### config.mk
export PLATFORM = sky130hd
export DESIGN_NAME = blk_vote_gen
export DESIGN_NICKNAME = d
export VERILOG_FILES = /design/src/rtl/blk_vote_gen_pkg.sv /design/src/rtl/blk_vote_gen_luma_pipe.sv /design/src/rtl/blk_vote_gen.sv
export SDC_FILE = /design/constraint.sdc
export NUM_CORES = 1
export LEC_CHECK = 0
export CAP_MARGIN = 20
export CORE_UTILIZATION = 33
export DETAILED_ROUTE_END_ITERATION = 8
export DONT_BUFFER_PORTS = 1
export HOLD_SLACK_MARGIN = 0.08
export SLEW_MARGIN = 40
export SYNTH_ARGS = -nofsm -noshare
export SYNTH_HDL_FRONTEND = slang
export SYNTH_SLANG_ARGS = --single-unit
### constraint.sdc
create_clock -name clk_i -period 6.2 [get_ports clk_i]
set_input_delay 0 -clock clk_i [delete_from_list [all_inputs] [get_ports clk_i]]
set_output_delay 0 -clock clk_i [all_outputs]
set_load 0.005 [all_outputs]
### src/rtl/blk_vote_gen_pkg.sv
// Shared constants and types for the per-block dark-pixel vote path.
// BLK_VOTE_HYST_EN (optional) enables hysteresis classification in blk_vote_gen.
package blk_pkg;

  // BT.601-style luma weights, scaled by 256
  localparam int LUMA_KR    = 77;
  localparam int LUMA_KG    = 150;
  localparam int LUMA_KB    = 29;
  // input-to-output delay of hs/de and of the vote strobe
  localparam int LAT        = 3;
  // threshold widening applied after a dark pixel (hysteresis build only)
  localparam int HYST_DELTA = 16;

  typedef logic [7:0]  vote_t;
  typedef logic [15:0] blk_idx_t;

  // Widened threshold th + HYST_DELTA, clamped at 255
  function automatic logic [7:0] hyst_th(input logic [7:0] th);
    logic [8:0] s;
    s = 9'(th) + 9'(HYST_DELTA);
    return s[8] ? 8'hFF : s[7:0];
  endfunction

endpackage

### src/rtl/blk_vote_gen_luma_pipe.sv
// Two-stage RGB -> 8-bit luma pipeline with hs/de delayed to match.
// Stage 1 registers the three weighted products, stage 2 the scaled sum.
module luma_pipe
  import blk_pkg::*;
(
  input  logic       clk,
  input  logic       srst,
  input  logic       hs,
  input  logic       de,
  input  logic [7:0] r,
  input  logic [7:0] g,
  input  logic [7:0] b,
  output logic [7:0] luma,
  output logic       hs_d,
  output logic       de_d
);

  logic [15:0] pr_reg, pg_reg, pb_reg;
  logic        hs1_reg, de1_reg;
  logic [17:0] sum;
  logic [7:0]  luma_next;
  logic [7:0]  luma_reg;
  logic        hs2_reg, de2_reg;

  // Stage 1: weighted colour products, registered with their timing bits
  always_ff @(posedge clk) begin
    if (srst) begin
      pr_reg  <= '0;
      pg_reg  <= '0;
      pb_reg  <= '0;
      hs1_reg <= 1'b0;
      de1_reg <= 1'b0;
    end else begin
      pr_reg  <= 16'(r) * 16'(LUMA_KR);
      pg_reg  <= 16'(g) * 16'(LUMA_KG);
      pb_reg  <= 16'(b) * 16'(LUMA_KB);
      hs1_reg <= hs;
      de1_reg <= de;
    end
  end

  // Sum of products and divide by 256 (weights sum to 256, so luma fits 8 bits)
  always_comb begin
    sum       = 18'(pr_reg) + 18'(pg_reg) + 18'(pb_reg);
    luma_next = 8'(sum >> 8);
  end

  // Stage 2: registered luma with its timing bits
  always_ff @(posedge clk) begin
    if (srst) begin
      luma_reg <= '0;
      hs2_reg  <= 1'b0;
      de2_reg  <= 1'b0;
    end else begin
      luma_reg <= luma_next;
      hs2_reg  <= hs1_reg;
      de2_reg  <= de1_reg;
    end
  end

  assign luma = luma_reg;
  assign hs_d = hs2_reg;
  assign de_d = de2_reg;

endmodule

### src/rtl/blk_vote_gen.sv
// Per-block dark-pixel vote generator: counts pixels darker than a runtime
// threshold over blocks of KH pixels and emits one vote word per block.
// Optional macro BLK_VOTE_HYST_EN: hysteresis on the dark classification.
module blk_vote_gen
  import blk_pkg::*;
#(
  parameter int HP = 1920,
  parameter int KH = 10,
  parameter int TH = 96
) (
  input  logic        clk_i,
  input  logic        rst_i,
  input  logic        hs_i,
  input  logic        de_i,
  input  logic [7:0]  r_i,
  input  logic [7:0]  g_i,
  input  logic [7:0]  b_i,
  input  logic [7:0]  th_i,
  output logic        hs_o,
  output logic        de_o,
  output logic [7:0]  wd_o,
  output logic        wd_vld_o,
  output logic [15:0] hb_o
);

  // Reject parameter sets the counters cannot represent
  if (KH < 1 || KH > 255 || HP < 1 || LAT != 3) begin : g_bad_param
    $error("blk_vote_gen: illegal parameter set");
  end

  logic [7:0] luma2;
  logic       hs2, de2;

  logic       hs_prev_reg;
  logic [7:0] th_reg, th1_reg, th2_reg;
  logic       hs3_reg, de3_reg;

  vote_t      cnt_reg, cnt_next;
  logic [7:0] h_reg, h_next;
  blk_idx_t   hb_reg, hb_next;
  vote_t      wd_reg, wd_next;
  blk_idx_t   hbo_reg, hbo_next;
  logic       vld_reg, vld_next;

  logic       dark;
  logic       line_end;

  luma_pipe u_luma (
    .clk  (clk_i),
    .srst (rst_i),
    .hs   (hs_i),
    .de   (de_i),
    .r    (r_i),
    .g    (g_i),
    .b    (b_i),
    .luma (luma2),
    .hs_d (hs2),
    .de_d (de2)
  );

  // Threshold capture on hs rise; the value in force travels with each pixel
  // so pixels already in flight keep the threshold they entered with.
  always_ff @(posedge clk_i) begin
    if (rst_i) begin
      hs_prev_reg <= 1'b0;
      th_reg      <= 8'(TH);
      th1_reg     <= '0;
      th2_reg     <= '0;
    end else begin
      hs_prev_reg <= hs_i;
      if (hs_i && !hs_prev_reg) begin
        th_reg <= th_i;
      end
      th1_reg <= th_reg;
      th2_reg <= th1_reg;
    end
  end

`ifdef BLK_VOTE_HYST_EN
  logic prev_dark_reg, prev_dark_next;

  // Dark classification with widened threshold after a dark pixel
  always_comb begin
    dark = 1'b0;
    if (de2 && ((luma2 < th2_reg) || (prev_dark_reg && (luma2 < hyst_th(th2_reg))))) begin
      dark = 1'b1;
    end
  end

  // Previous-pixel flag follows active pixels and clears at line end
  always_comb begin
    prev_dark_next = prev_dark_reg;
    if (de2) begin
      prev_dark_next = dark;
    end else if (line_end) begin
      prev_dark_next = 1'b0;
    end
  end

  // Previous-pixel flag register
  always_ff @(posedge clk_i) begin
    if (rst_i) begin
      prev_dark_reg <= 1'b0;
    end else begin
      prev_dark_reg <= prev_dark_next;
    end
  end
`else
  // Plain dark classification against the threshold
  always_comb begin
    dark = 1'b0;
    if (de2 && (luma2 < th2_reg)) begin
      dark = 1'b1;
    end
  end
`endif

  // de3_reg is stage-2 de one cycle late, so this marks the stage-2 de fall
  assign line_end = de3_reg && !de2;

  // Block accumulator: count, close full blocks, flush partial ones at line end
  always_comb begin
    cnt_next = cnt_reg;
    h_next   = h_reg;
    hb_next  = hb_reg;
    wd_next  = wd_reg;
    hbo_next = hbo_reg;
    vld_next = 1'b0;
    if (de2) begin
      if (h_reg == 8'(KH - 1)) begin
        wd_next  = cnt_reg + vote_t'(dark);
        hbo_next = hb_reg;
        vld_next = 1'b1;
        cnt_next = '0;
        h_next   = '0;
        hb_next  = hb_reg + 16'd1;
      end else begin
        cnt_next = cnt_reg + vote_t'(dark);
        h_next   = h_reg + 8'd1;
      end
    end else if (line_end) begin
      if (h_reg != 8'd0) begin
        wd_next  = cnt_reg;
        hbo_next = hb_reg;
        vld_next = 1'b1;
      end
      cnt_next = '0;
      h_next   = '0;
      hb_next  = '0;
    end
  end

  // Stage 3 registers: accumulator state, vote outputs and delayed timing
  always_ff @(posedge clk_i) begin
    if (rst_i) begin
      cnt_reg <= '0;
      h_reg   <= '0;
      hb_reg  <= '0;
      wd_reg  <= '0;
      hbo_reg <= '0;
      vld_reg <= 1'b0;
      hs3_reg <= 1'b0;
      de3_reg <= 1'b0;
    end else begin
      cnt_reg <= cnt_next;
      h_reg   <= h_next;
      hb_reg  <= hb_next;
      wd_reg  <= wd_next;
      hbo_reg <= hbo_next;
      vld_reg <= vld_next;
      hs3_reg <= hs2;
      de3_reg <= de2;
    end
  end

  assign hs_o     = hs3_reg;
  assign de_o     = de3_reg;
  assign wd_o     = wd_reg;
  assign wd_vld_o = vld_reg;
  assign hb_o     = hbo_reg;

endmodule

* After elaboration in Yosys (flattened, before gate mapping)
Cells that the tools add are included.
** Operators by class
- Add/sub/neg operators :: 5
- Multiply operators :: 3
- Order comparisons :: 1
- Equality and inequality tests :: 2
- Muxes and demuxes :: 21
- Reduce and logical (&&, ||, !) cells :: 10
** Operators by type and width (number)
- $mux 16 :: 7
- $mux 8 :: 9
- $add 16x16->16 :: 2
- $mul 8x7->15 const B :: 2
- $add 16x1->16 const B :: 1
- $mul 8x5->13 const B :: 1
- $add 8x1->8 :: 1
- $add 8x1->8 const B :: 1
- $eq 8x4->1 const B :: 1
- $lt 8x8->1 :: 1
- $reduce_bool 8->1 :: 1
- $mux 1 :: 5
- $reduce_bool 2->1 :: 2
- $logic_and 1x1->1 :: 3
- $reduce_and 3->1 :: 1
- $logic_not 1->1 :: 2
- $ne 2x2->1 const B :: 1
- $reduce_and 2->1 :: 1
** Word-level totals
- Register bits after elaboration :: 143
- Output and inout bits :: 27

* Longest topological paths before layout
Gate-level depths: netlist (run 1).
- Depth in word-level cells :: 6
- Depth in mapped cells :: 15
- Depth with buffers taken out :: 15

* By module
A second synthesis (run 1) with hierarchy kept.
** Second synthesis, totals
- Cells, all modules :: 979
- Area total of the unflattened synthesis :: 8923.6 sq um
** Modules (own cells, without submodules)
- luma_pipe :: instances 1, cells each 548, area an instance 5221.3 sq um
- blk_vote_gen :: instances 1, cells each 431, area an instance 3702.3 sq um

* Worst setup path before layout (run 1)
OpenSTA, ideal clock, no wires.
- Path type :: input to register
- Start :: input g_i[4]
- End :: register u_luma.pg_reg[15]
- Setup time :: 0.128 ns
- Arrival :: 2.900 ns
- Required time :: 6.072 ns
- Path slack :: 3.172 ns
- Stages on the path :: 13
- Cells stage by stage :: ha_1 ha_1 inv_1 fa_1 fa_1 inv_1 ha_1 or3_1 a211oi_1 o41ai_1 a21o_1 a21oi_1 nor2_1
** Between the ends
- Longest elaborated chain between the ends :: 1
** RTL lines
- from (decl) :: RTL line blk_vote_gen.sv:16 : input logic [7:0] g_i,
- $mul 8x7->15 :: RTL line blk_vote_gen_luma_pipe.sv:35 : pg_reg <= 16'(g) * 16'(LUMA_KG);
- to (signal assigned) :: RTL line blk_vote_gen_luma_pipe.sv:35
- to (decl) :: RTL line blk_vote_gen_luma_pipe.sv:18 : logic [15:0] pr_reg, pg_reg, pb_reg;
Every way passes these cells.
A chain may end at the register's enable or synchronous reset.

* Worst setup path after layout (run 1)
- Start :: register th2_reg[1]
- End :: register wd_reg[6] (netlist: wd_o[6])
** Between the ends
- Longest elaborated chain between the ends :: 6
** RTL lines
- from (decl) :: RTL line blk_vote_gen.sv:35 : logic [7:0] th_reg, th1_reg, th2_reg;
- from (signal assigned) :: RTL line blk_vote_gen.sv:75 : th2_reg <= th1_reg;
- $lt 8x8->1 :: RTL line blk_vote_gen.sv:112 : if (de2 && (luma2 < th2_reg)) begin
- $logic_and 1x1->1 :: RTL line blk_vote_gen.sv:112
- $mux 1 :: RTL line blk_vote_gen.sv:112
- $add 8x1->8 :: RTL line blk_vote_gen.sv:131 : wd_next = cnt_reg + vote_t'(dark);
- $mux 8 :: RTL line blk_vote_gen.sv:130 : if (h_reg == 8'(KH - 1)) begin
- $mux 8 :: RTL line blk_vote_gen.sv:129 : if (de2) begin
- to (signal assigned) :: RTL line blk_vote_gen.sv:168 : wd_reg <= wd_next;
- to (decl) :: RTL line blk_vote_gen.sv:41 : vote_t wd_reg, wd_next;
Every way passes these cells. The select of a mux whose other input is x is not followed.

==> impl_metrics.toml, run 1 <==
[die]
dieWidth_um = 163
die_h_um = 163
rows = 58
coreArea_um2 = 25300
initial_utilization = 0.338
dieArea_um2 = 26500
io_pins = 63

[critical_path]
crit_required_ps = 6510
slowest_delay_ps = 560
slowest_stage = "dlygate4sd3_1"
critPathArrivalTime_ps = 3780
rr_startpoint = "th2_reg[1]$_SDFF_PP0_"
critPathCaptureType = "flip-flop"
cpLargestDelayFamily = "simple AND/OR/NAND/NOR gates"
crit_type = "flip-flop to flip-flop"
critPathLaunchType = "flip-flop"
crit_path_cell_trace = "inv_1 -> ha_1 -> a21oi_1 -> nor2b_1 -> o21ai_0 -> a211oi_1 -> nor4b_1 -> ha_1 -> ha_1 -> and3_1 -> and3_1 -> nand2_1 -> xnor2_1 -> mux2i_1 -> nor2_1 -> dlygate4sd3_1"
r2r_slack_ps = 2720
path_common_cell = "ha_1"
critPathMaxFanout = 4
crit_buf_inv = 2
ff2ff_path_depth = 16
r2r-end = "wd_o[6]$_SDFFE_PP0P_"

[placed_design]
gp_congestion = 0.821
io_buffers = 0
placed_area_um2 = 8880
hpwl_um = 12000

[cells_and_area]
multi_input_area_um2 = 5300
diodes = 0
nFillCells = 2561
nNetsFinal = 1171
seq_area_um2 = 2760
stdcell_area_um2 = 9930
post-route-util = 0.393
drive_above_1_share = 0.0459
layout-area-overhead-vs-synth_pct = 16.3

[yosys]
synth_edf_count = 0
ys_warn_count = 0
synth_cell_type_count = 57
muxShareOfSynthArea = 0.0249
netlist_area_um2 = 8540
async_flop_share = 0
yosys.area_share.adder = 0.274
syn_area_per_cell_um2 = 9.15
syn-num-nets = 1133
synth_compound_area_frac = 0.112
synth_top_family_by_area = "adder cells"
ys_dominant_reg_cell = "dfxtp_1"
seq_area_frac_synth = 0.324
syn_inst = 933
ys_ff_latch = 138
synth_xor_xnor_area_share = 0.0359
synth-simple-area-share = 0.171

[hold_path]
whs_endpoint = "u_luma.pb_reg[3]$_SDFF_PP0_"
hp-start = "b_i[1]"
min_path_cells = 4
hp-class = "input port to flip-flop"

[power_and_ir_drop]
peakVddDrop_v = 0.000195
total_power_uw = 3210
p_leak_uw = 0.00446
power_density_nw_per_um2 = 323

[sta]
finalHoldViolCount = 0
maxSlewHeadroom = 0.454
fin_crit_sh = 0.561
setup_viol = 0
fin_worst_skew_ps = 7.75
post-route-min-period_ps = 3480
tightest_slew_ps = 818
fmax_mhz = 288
setup_tns_ps = 0
rsz0062_at_grt = "false"
fin_hold_ws_ps = 101
maxSlewViolCount = 0

[clock_tree]
clk_latency_ps = 420
cts_hold_buffers = 44
clkSinkCount = 138
post_cts_resized = 0
path_clk_slew_ps = 60
cts_setup_buffers = 0
htree_levels = 4
cts_buffer_depth = 2
cts_tree = "yes"
cts_buffers = 17
cts-root-buf = "clkbuf_16"

[status]
status = "complete, no violations"

[global_route]
grt_overflow = 0
grt_pass1_wl_um = 28400
grt_max_degree = 123
antenna_found_initial = 0
gr-usage-all-layers = 0.133
grt_pass1_vias = 6193

[detailed_routing]
drtIter0Drc = 272
routedWlPerCell_um = 12.4
drtAntennaViolNets = 0
drt-total-wl_um = 16300
dr_total_vias = 6188
via_per_inst = 4.72
route.detailed.drc = 0
dr.pass1.iters = 5

[job]
drv_cap = 0
-- worst max-delay path by stage --
stage / slack (ps) / start / depth (start not counted) / endpoint
after global routing: 2480 / th2_reg[1]$_SDFF_PP0_ / 16 / wd_o[6]$_SDFFE_PP0P_
after global placement: 3080 / g_i[4] / 13 / u_luma.pg_reg[15]$_SDFF_PP0_
after floorplan: 3170 / g_i[4] / 13 / u_luma.pg_reg[15]$_SDFF_PP0_
after detailed placement: 2990 / g_i[4] / 13 / u_luma.pg_reg[15]$_SDFF_PP0_
after CTS: 2640 / th2_reg[1]$_SDFF_PP0_ / 16 / wd_o[6]$_SDFFE_PP0P_
final: 2720 / th2_reg[1]$_SDFF_PP0_ / 16 / wd_o[6]$_SDFFE_PP0P_
-- worst register-to-register path, delay by kind of cell (launching register included) --
kind	cells	cell delay, ps
DFF	1	310
muxes	1	120
buffers and inverters	2	600
and+or+nand+nor	6	1050
adders and majority gates	3	790
AOI/OAI and AO/OA	3	360
xor gates and xnor gates	1	140
-- Yosys cell counts, types with 2 or more instances --
| cell | n | area share |
|---|---|---|
| or3_1 | 7 | 0.0051 |
| inv_1 | 99 | 0.044 |
| nor3_1 | 20 | 0.012 |
| nand3b_1 | 3 | 0.0026 |
| nor3b_1 | 6 | 0.0053 |
| xor2_1 | 14 | 0.014 |
| mux2_2 | 2 | 0.0026 |
| fa_1 | 38 | 0.089 |
| nor2_1 | 105 | 0.046 |
| nand2b_1 | 7 | 0.0051 |
| and3_1 | 12 | 0.0088 |
| o21bai_1 | 2 | 0.0018 |
| a22oi_1 | 2 | 0.0018 |
| o21ai_0 | 43 | 0.025 |
| nand2_1 | 39 | 0.017 |
| a31oi_1 | 8 | 0.0059 |
| a21o_1 | 8 | 0.0070 |
| nand4_1 | 4 | 0.0029 |
| buf_1 | 5 | 0.0022 |
| nor2b_1 | 46 | 0.034 |
| mux2i_1 | 19 | 0.022 |
| dfxtp_1 | 138 | 0.32 |
| a21oi_1 | 54 | 0.032 |
| o211ai_1 | 3 | 0.0026 |
| a41oi_1 | 2 | 0.0021 |
| o41ai_1 | 2 | 0.0021 |
| o21a_1 | 8 | 0.0070 |
| xnor2_1 | 21 | 0.022 |
| o31ai_1 | 5 | 0.0044 |
| and4_1 | 2 | 0.0021 |
| ha_1 | 126 | 0.18 |
| a21bo_2 | 2 | 0.0023 |
| and2_1 | 4 | 0.0029 |
| nand3_1 | 26 | 0.015 |
| clkbuf_1 | 16 | 0.0070 |
| buf_2 | 5 | 0.0029 |
| a211oi_1 | 10 | 0.0088 |
-- power by group --
group | leakage [uW] | switching [uW] | internal [uW] | total, uW
registers | 0.00113 | 48.4 | 990 | 1040
clock network | 0.000285 | 379 | 639 | 1020
logic | 0.00305 | 628 | 525 | 1150
total | 0.00446 | 1060 | 2150 | 3210
-- layout by cell type (no fill, tap or decap), types with 17 or more instances in the layout --
master         instances
a21oi_1               53
clkbuf_16             17
dfxtp_1              138
dlygate4sd3_1         43
fa_1                  38
ha_1                 126
inv_1                 99
mux2i_1               19
nand2_1               39
nand3_1               26
nor2_1               105
nor2b_1               46
nor3_1                19
o21ai_0               43
xnor2_1               21
-- cell type report --
| type | instances | share of cell area |
|---|---|---|
| inverter | 99 | 0.0374 |
| clock buffer | 19 | 0.0446 |
| sequential | 138 | 0.278 |
| timing repair buffer | 47 | 0.0499 |
| clock inverter | 10 | 0.0147 |
| multi-input combinational | 668 | 0.533 |
| tap | 330 | 0.0416 |
-- per-stage QoR --
stage / cells / setup WS [ps]
after global placement: 1236 / 3080
after detailed placement: 1238 / 2990
after global routing: 1311 / 2480
after floorplan: 933 / 3170
final: 1311 / 2720
after CTS: 1311 / 2640
-- cell families (layout without fill, tap and decap cells) --
family,count (synthesis),after routing
buffers and inverters,127,175
and+or+nand+nor,290,290
muxes,21,21
AOI/OAI and AO/OA,158,158
DFF,138,138
xor gates and xnor gates,35,35
adders and majority gates,164,164
-- metal layers --
metal	up-vias	track usage	part of all wire
met2	66	0.235	0.48
met1	2858	0.156	0.47
met5	-	0	0
li1	3245	-	-
met4	0	0.0459	0.018
met3	19	0.0341	0.033
Note: power is estimated with default switching activity, not from simulation.
==> run 2: changes to the inputs <==
- clock period: 6.2 -> 2.99 ns (I/O delays scaled with it)
==> run 2 against run 1 <==
Net effect:
- wire length is 0.23% higher
- via count is 1.4% higher
- final area up 1.9%
- first-iteration DRC count is 4.8% lower
- core utilization is 0.73 points higher
- register-to-register slack got worse by 2400 ps
- total power rose by 110%
- combinational power up 110%
- global-route usage shrank 0.22 points
- clock power is 110% higher
- clock skew increased by 2.9 ps
- largest power group unchanged
==> impl_metrics.toml, run 2 (synthesis results as in run 1) <==
[cells_and_area]
diodes = 0
layout-area-overhead-vs-synth_pct = 18.5
fin_cells = 1335
drive_above_1_share = 0.0677
nNetsFinal = 1192
nFillCells = 2486
final_common_cell = "dfxtp_1"
layout_common_cells = "138 x dfxtp_1, 125 x ha_1, 105 x nor2_1"

[placed_design]
gp_congestion = 0.806
pre_cts_ws_ps = -151
io_buffers = 0
hpwl_um = 12200
placed_cells = 1255

[detailed_routing]
drtAntennaViolNets = 0
dr_total_vias = 6272
routedWlPerCell_um = 12.2
drtIter0Drc = 259
dr.pass1.iters = 4
drt-total-wl_um = 16300
via_per_inst = 4.70
route.detailed.drc = 0

[status]
status = "complete, no violations"

[critical_path]
crit_required_ps = 3270
r2r_slack_ps = 280
cpLargestDelayFamily = "adder cells"
crit_buf_inv = 3
crit_type = "input port to flip-flop"
critPathLaunchType = "input port"
critPathCaptureType = "flip-flop"
r2r-end = "wd_o[6]$_SDFFE_PP0P_"
path_common_cell = "ha_1"
slowest_stage = "fa_1"
rr_startpoint = "th2_reg[1]$_SDFF_PP0_"
crit_path_cell_trace = "ha_1 -> ha_1 -> inv_1 -> fa_1 -> fa_1 -> inv_1 -> ha_1 -> or3_1 -> a211oi_2 -> o41ai_1 -> buf_4 -> a21o_1 -> a21oi_1 -> nor2_1"
ff2ff_path_depth = 16
critPathMaxFanout = 4
slowest_delay_ps = 510
critPathArrivalTime_ps = 3050

[power_and_ir_drop]
power_density_nw_per_um2 = 666
p_leak_uw = 0.00456
peakVddDrop_v = 0.000435

[clock_tree]
cts_buffer_depth = 2
cts-root-buf = "clkbuf_16"
path_clk_slew_ps = 60
clk_latency_ps = 420
htree_levels = 4
cts_tree = "yes"
cts_buffers = 17
clkSinkCount = 138

[global_route]
grt_pass1_wl_um = 28100
gr-usage-all-layers = 0.131
grt_overflow = 0
grt_pass1_vias = 6152
grt_max_degree = 123
antenna_found_initial = 0

[die]
io_pins = 63
coreArea_um2 = 25300
dieArea_um2 = 26500
initial_utilization = 0.338
dieWidth_um = 163
rows = 58
die_h_um = 163

[sta]
setup_viol = 0
maxSlewViolCount = 0
fin_worst_skew_ps = 10.6
fmax_mhz = 362
fin_crit_sh = 0.925
finalHoldViolCount = 0
tightest_slew_ps = 492
rsz0062_at_grt = "false"
maxSlewHeadroom = 0.669
setup_tns_ps = 0
post-route-min-period_ps = 2760
timing.final.ws_setup_ps = 225

[hold_path]
whs_endpoint = "u_luma.pb_reg[3]$_SDFF_PP0_"
min_path_cells = 4
hp-class = "input port to flip-flop"
hp-start = "b_i[1]"

[job]
drv_cap = 0
[run 2: cell types whose count changed in the layout (fill, tap and decap cells not counted), sizes merged]
cell         before  now
buf               4   21
inv             100  105
dlygate4sd3      43   47
bufinv            3    2
clkinv            5    4
[run 2: worst max path at each step]
stage | from | cells past startpoint | slack [ps] | to
2_1_floorplan | g_i[4] | 13 | 6 | u_luma.pg_reg[15]$_SDFF_PP0_
3_3_place_gp | g_i[4] | 14 | -110 | u_luma.pg_reg[15]$_SDFF_PP0_
3_5_place_dp | g_i[4] | 14 | -150 | u_luma.pg_reg[15]$_SDFF_PP0_
4_1_cts | th2_reg[1]$_SDFF_PP0_ | 16 | 180 | wd_o[6]$_SDFFE_PP0P_
5_1_grt | th2_reg[1]$_SDFF_PP0_ | 16 | 1 | wd_o[6]$_SDFFE_PP0P_
6_report | g_i[4] | 14 | 230 | u_luma.pg_reg[15]$_SDFF_PP0_
[run 2: layout make-up]
class                           instances  area, um^2  area share
Multi-Input combinational cell        668        5320       0.526
Sequential cell                       138        2760       0.273
Timing Repair Buffer                   68         648      0.0641
Clock buffer                           19         443      0.0438
Tap cell                              330         413      0.0408
Inverter                               99         372      0.0367
Clock inverter                         13         159      0.0157
[run 2: report_power, final]
group          leakage [uW]  internal, uW  switching [uW]  total [uW]
logic               0.00314          1150            1320        2470
registers           0.00113          2050             101        2150
clock network      0.000294          1280             835        2110
[run 2: metal layers]
layer  vias up  part of all wire  global-route usage
li1       3296                 -                   -
met1      2877              0.46               0.152
met2        78              0.49               0.232
met3        21             0.031              0.0280
met4         0             0.019              0.0540
met5         -                 0                   0
[run 2: metrics by stage]
stage | instance area (um^2) | hold slack [ps] | util | power (uW)
floorplan | 8540 | 124 | - | 4090
global placement | 8990 | 80.6 | 0.356 | 4570
detailed placement | 8990 | 83.1 | 0.356 | 4600
CTS | 10100 | 81.8 | 0.400 | 6830
global route | 10100 | 90.8 | 0.400 | 7310
finish | 10100 | 76.2 | 0.400 | 6740
[run 2: timing repair]
action / CTS / global route
endpoints found under the setup margin: 0 / 1
gates resized for setup: 0 / 4
endpoints found under the hold margin: 135 / 0
buffers inserted: 0 / 0
hold buffers: 48 / 0
[run 2: worst reg2reg max path: stages (launching register included)]
cell,delay (ps)
dfxtp_1,310
inv_1,40
ha_1,260
a21oi_1,120
nor2b_1,60
o21ai_1,120
a211oi_1,90
nor4b_1,310
buf_4,170
ha_1,170
ha_2,190
and3_4,210
and3_4,190
nand2_1,70
xnor2_1,140
mux2i_1,120
nor2_1,50
==> run 3: changes to the inputs <==
- clock period: 2.99 -> 3.3 ns (I/O delays scaled with it)
==> run 3 against run 2 <==
Net effect:
- final area decreased by 2.2%
- critical path depth shrank 1
- first-iteration DRC count fell by 16%
- largest power group unchanged
- largest cell class unchanged
- critical endpoint is now u_luma.pb_reg[11]$_SDFF_PP0_
- critical path type unchanged
- clock skew is essentially flat
==> impl_metrics.toml, run 3 (synthesis results as in run 1) <==
[power_and_ir_drop]
p_leak_uw = 0.00445
peakVddDrop_v = 0.000398
power_density_nw_per_um2 = 615

[critical_path]
critPathArrivalTime_ps = 3390
crit_required_ps = 3610
crit_type = "input port to flip-flop"
endpoint = "u_luma.pb_reg[11]$_SDFF_PP0_"
startpoint = "b_i[1]"
r2r-end = "wd_o[5]$_SDFFE_PP0P_"
ff2ff_path_depth = 15
critPathCaptureType = "flip-flop"
critPathMaxFanout = 4
r2r_slack_ps = 290
rr_startpoint = "th2_reg[1]$_SDFF_PP0_"
critPathLaunchType = "input port"

[placed_design]
placed_cells = 1239
io_buffers = 0
hpwl_um = 12100
gp_congestion = 0.799

[cells_and_area]
final_common_cell = "dfxtp_1"
layout-area-overhead-vs-synth_pct = 15.8
layout_common_cells = "138 x dfxtp_1, 126 x ha_1, 105 x nor2_1"
diodes = 0
nNetsFinal = 1166
fin_cells = 1309
drive_above_1_share = 0.0521
post-route-util = 0.391

[hold_path]
min_path_cells = 4
hp-class = "input port to flip-flop"

[clock_tree]
clkSinkCount = 138
htree_levels = 4
path_clk_slew_ps = 60
cts_buffers = 17
cts_buffer_depth = 2
cts_setup_buffers = 0
cts_tree = "yes"
clk_latency_ps = 430
cts-root-buf = "clkbuf_16"

[sta]
post-route-min-period_ps = 3080
setup_viol = 0
fin_hold_ws_ps = 76.7
maxSlewViolCount = 0
finalHoldViolCount = 0
setup_tns_ps = 0
maxSlewHeadroom = 0.587
rsz0062_at_grt = "false"
fin_crit_sh = 0.932
fin_worst_skew_ps = 10.8
fmax_mhz = 325
tightest_slew_ps = 616

[detailed_routing]
drtAntennaViolNets = 0
met2_length_um = 7840
dr.pass1.iters = 5
route.met3.wl_um = 569
m1WireLength_um = 7560
via_per_inst = 4.73
drt-total-wl_um = 16300
drtIter0Drc = 218
routedWlPerCell_um = 12.4
dr_total_vias = 6191
highest_layer = "met4"
route.detailed.drc = 0

[status]
status = "complete, no violations"

[global_route]
grt_overflow = 0
grt_max_degree = 123
grt_pass1_vias = 6121
gr-usage-all-layers = 0.130
grt_pass1_wl_um = 27900
antenna_found_initial = 0

[die]
io_pins = 63
rows = 58
coreArea_um2 = 25300
dieArea_um2 = 26500
initial_utilization = 0.338
die_h_um = 163
dieWidth_um = 163

[job]
drv_cap = 0
run 3: changes by cell type in the layout (fill, tap and decap cells not counted), moves of 2 or more:
cell           change
and3_1             +2
and3_4             -2
buf_4             -16
clkinv_4           -2
dlygate4sd3_1     -10
inv_8              +2
run 3: cell type report:
type	instances	area, um^2
inverter	99	372
timing repair buffer	42	428
sequential	138	2760
tap	330	413
clock buffer	17	425
clock inverter	15	178
fill	2521	15400
multi-input combinational	668	5310
run 3: where the power goes:
| part | total [uW] | leakage [uW] | internal [uW] | switching (uW) |
|---|---|---|---|---|
| Combinational | 2180 | 0.00302 | 987 | 1200 |
| Clock | 1940 | 0.000298 | 1140 | 799 |
| Sequential | 1950 | 0.00113 | 1860 | 90.6 |
run 3: through the flow:
stage	total power [uW]	setup WS (ps)	cell area, um^2
after floorplan	3700	272	8540
after global placement	4080	175	8870
after detailed placement	4110	151	8870
after CTS	6150	74.3	9870
after global routing	6580	21.2	9890
final	6080	223	9890
run 3: metal layers:
metal  track usage  vias to the layer above
met5             0                        -
met4        0.0480                        0
met3        0.0323                       28
met2         0.227                       85
met1         0.153                     2854
li1              -                     3224
run 3: how the worst min path moves through the flow:
stage,slack [ps],end,start
detailed placement,80,wd_o[6]$_SDFFE_PP0P_,rst_i
global route,120,u_luma.pb_reg[3]$_SDFF_PP0_,b_i[1]
global placement,80,wd_o[6]$_SDFFE_PP0P_,rst_i
finish,80,u_luma.pb_reg[3]$_SDFF_PP0_,b_i[1]
floorplan,120,th_reg[5]$_SDFFE_PP1P_,th_i[5]
CTS,80,u_luma.pb_reg[3]$_SDFF_PP0_,b_i[1]
run 3: repair_timing:
item / 4_1_cts / 5_1_grt
setup endpoints to repair: 0 / 2
resized for setup: 0 / 2
endpoints found under the hold margin: 138 / 0
hold buffers: 38 / 0
run 3: worst max-delay path: stages:
cell	delay (ps)
dlygate4sd3_1	520
inv_1	70
fa_1	540
inv_1	40
ha_1	300
fa_1	470
ha_1	340
nor2b_1	150
o21ai_1	190
a21oi_1	110
o21ai_0	180
a21bo_2	160
mux2_2	310
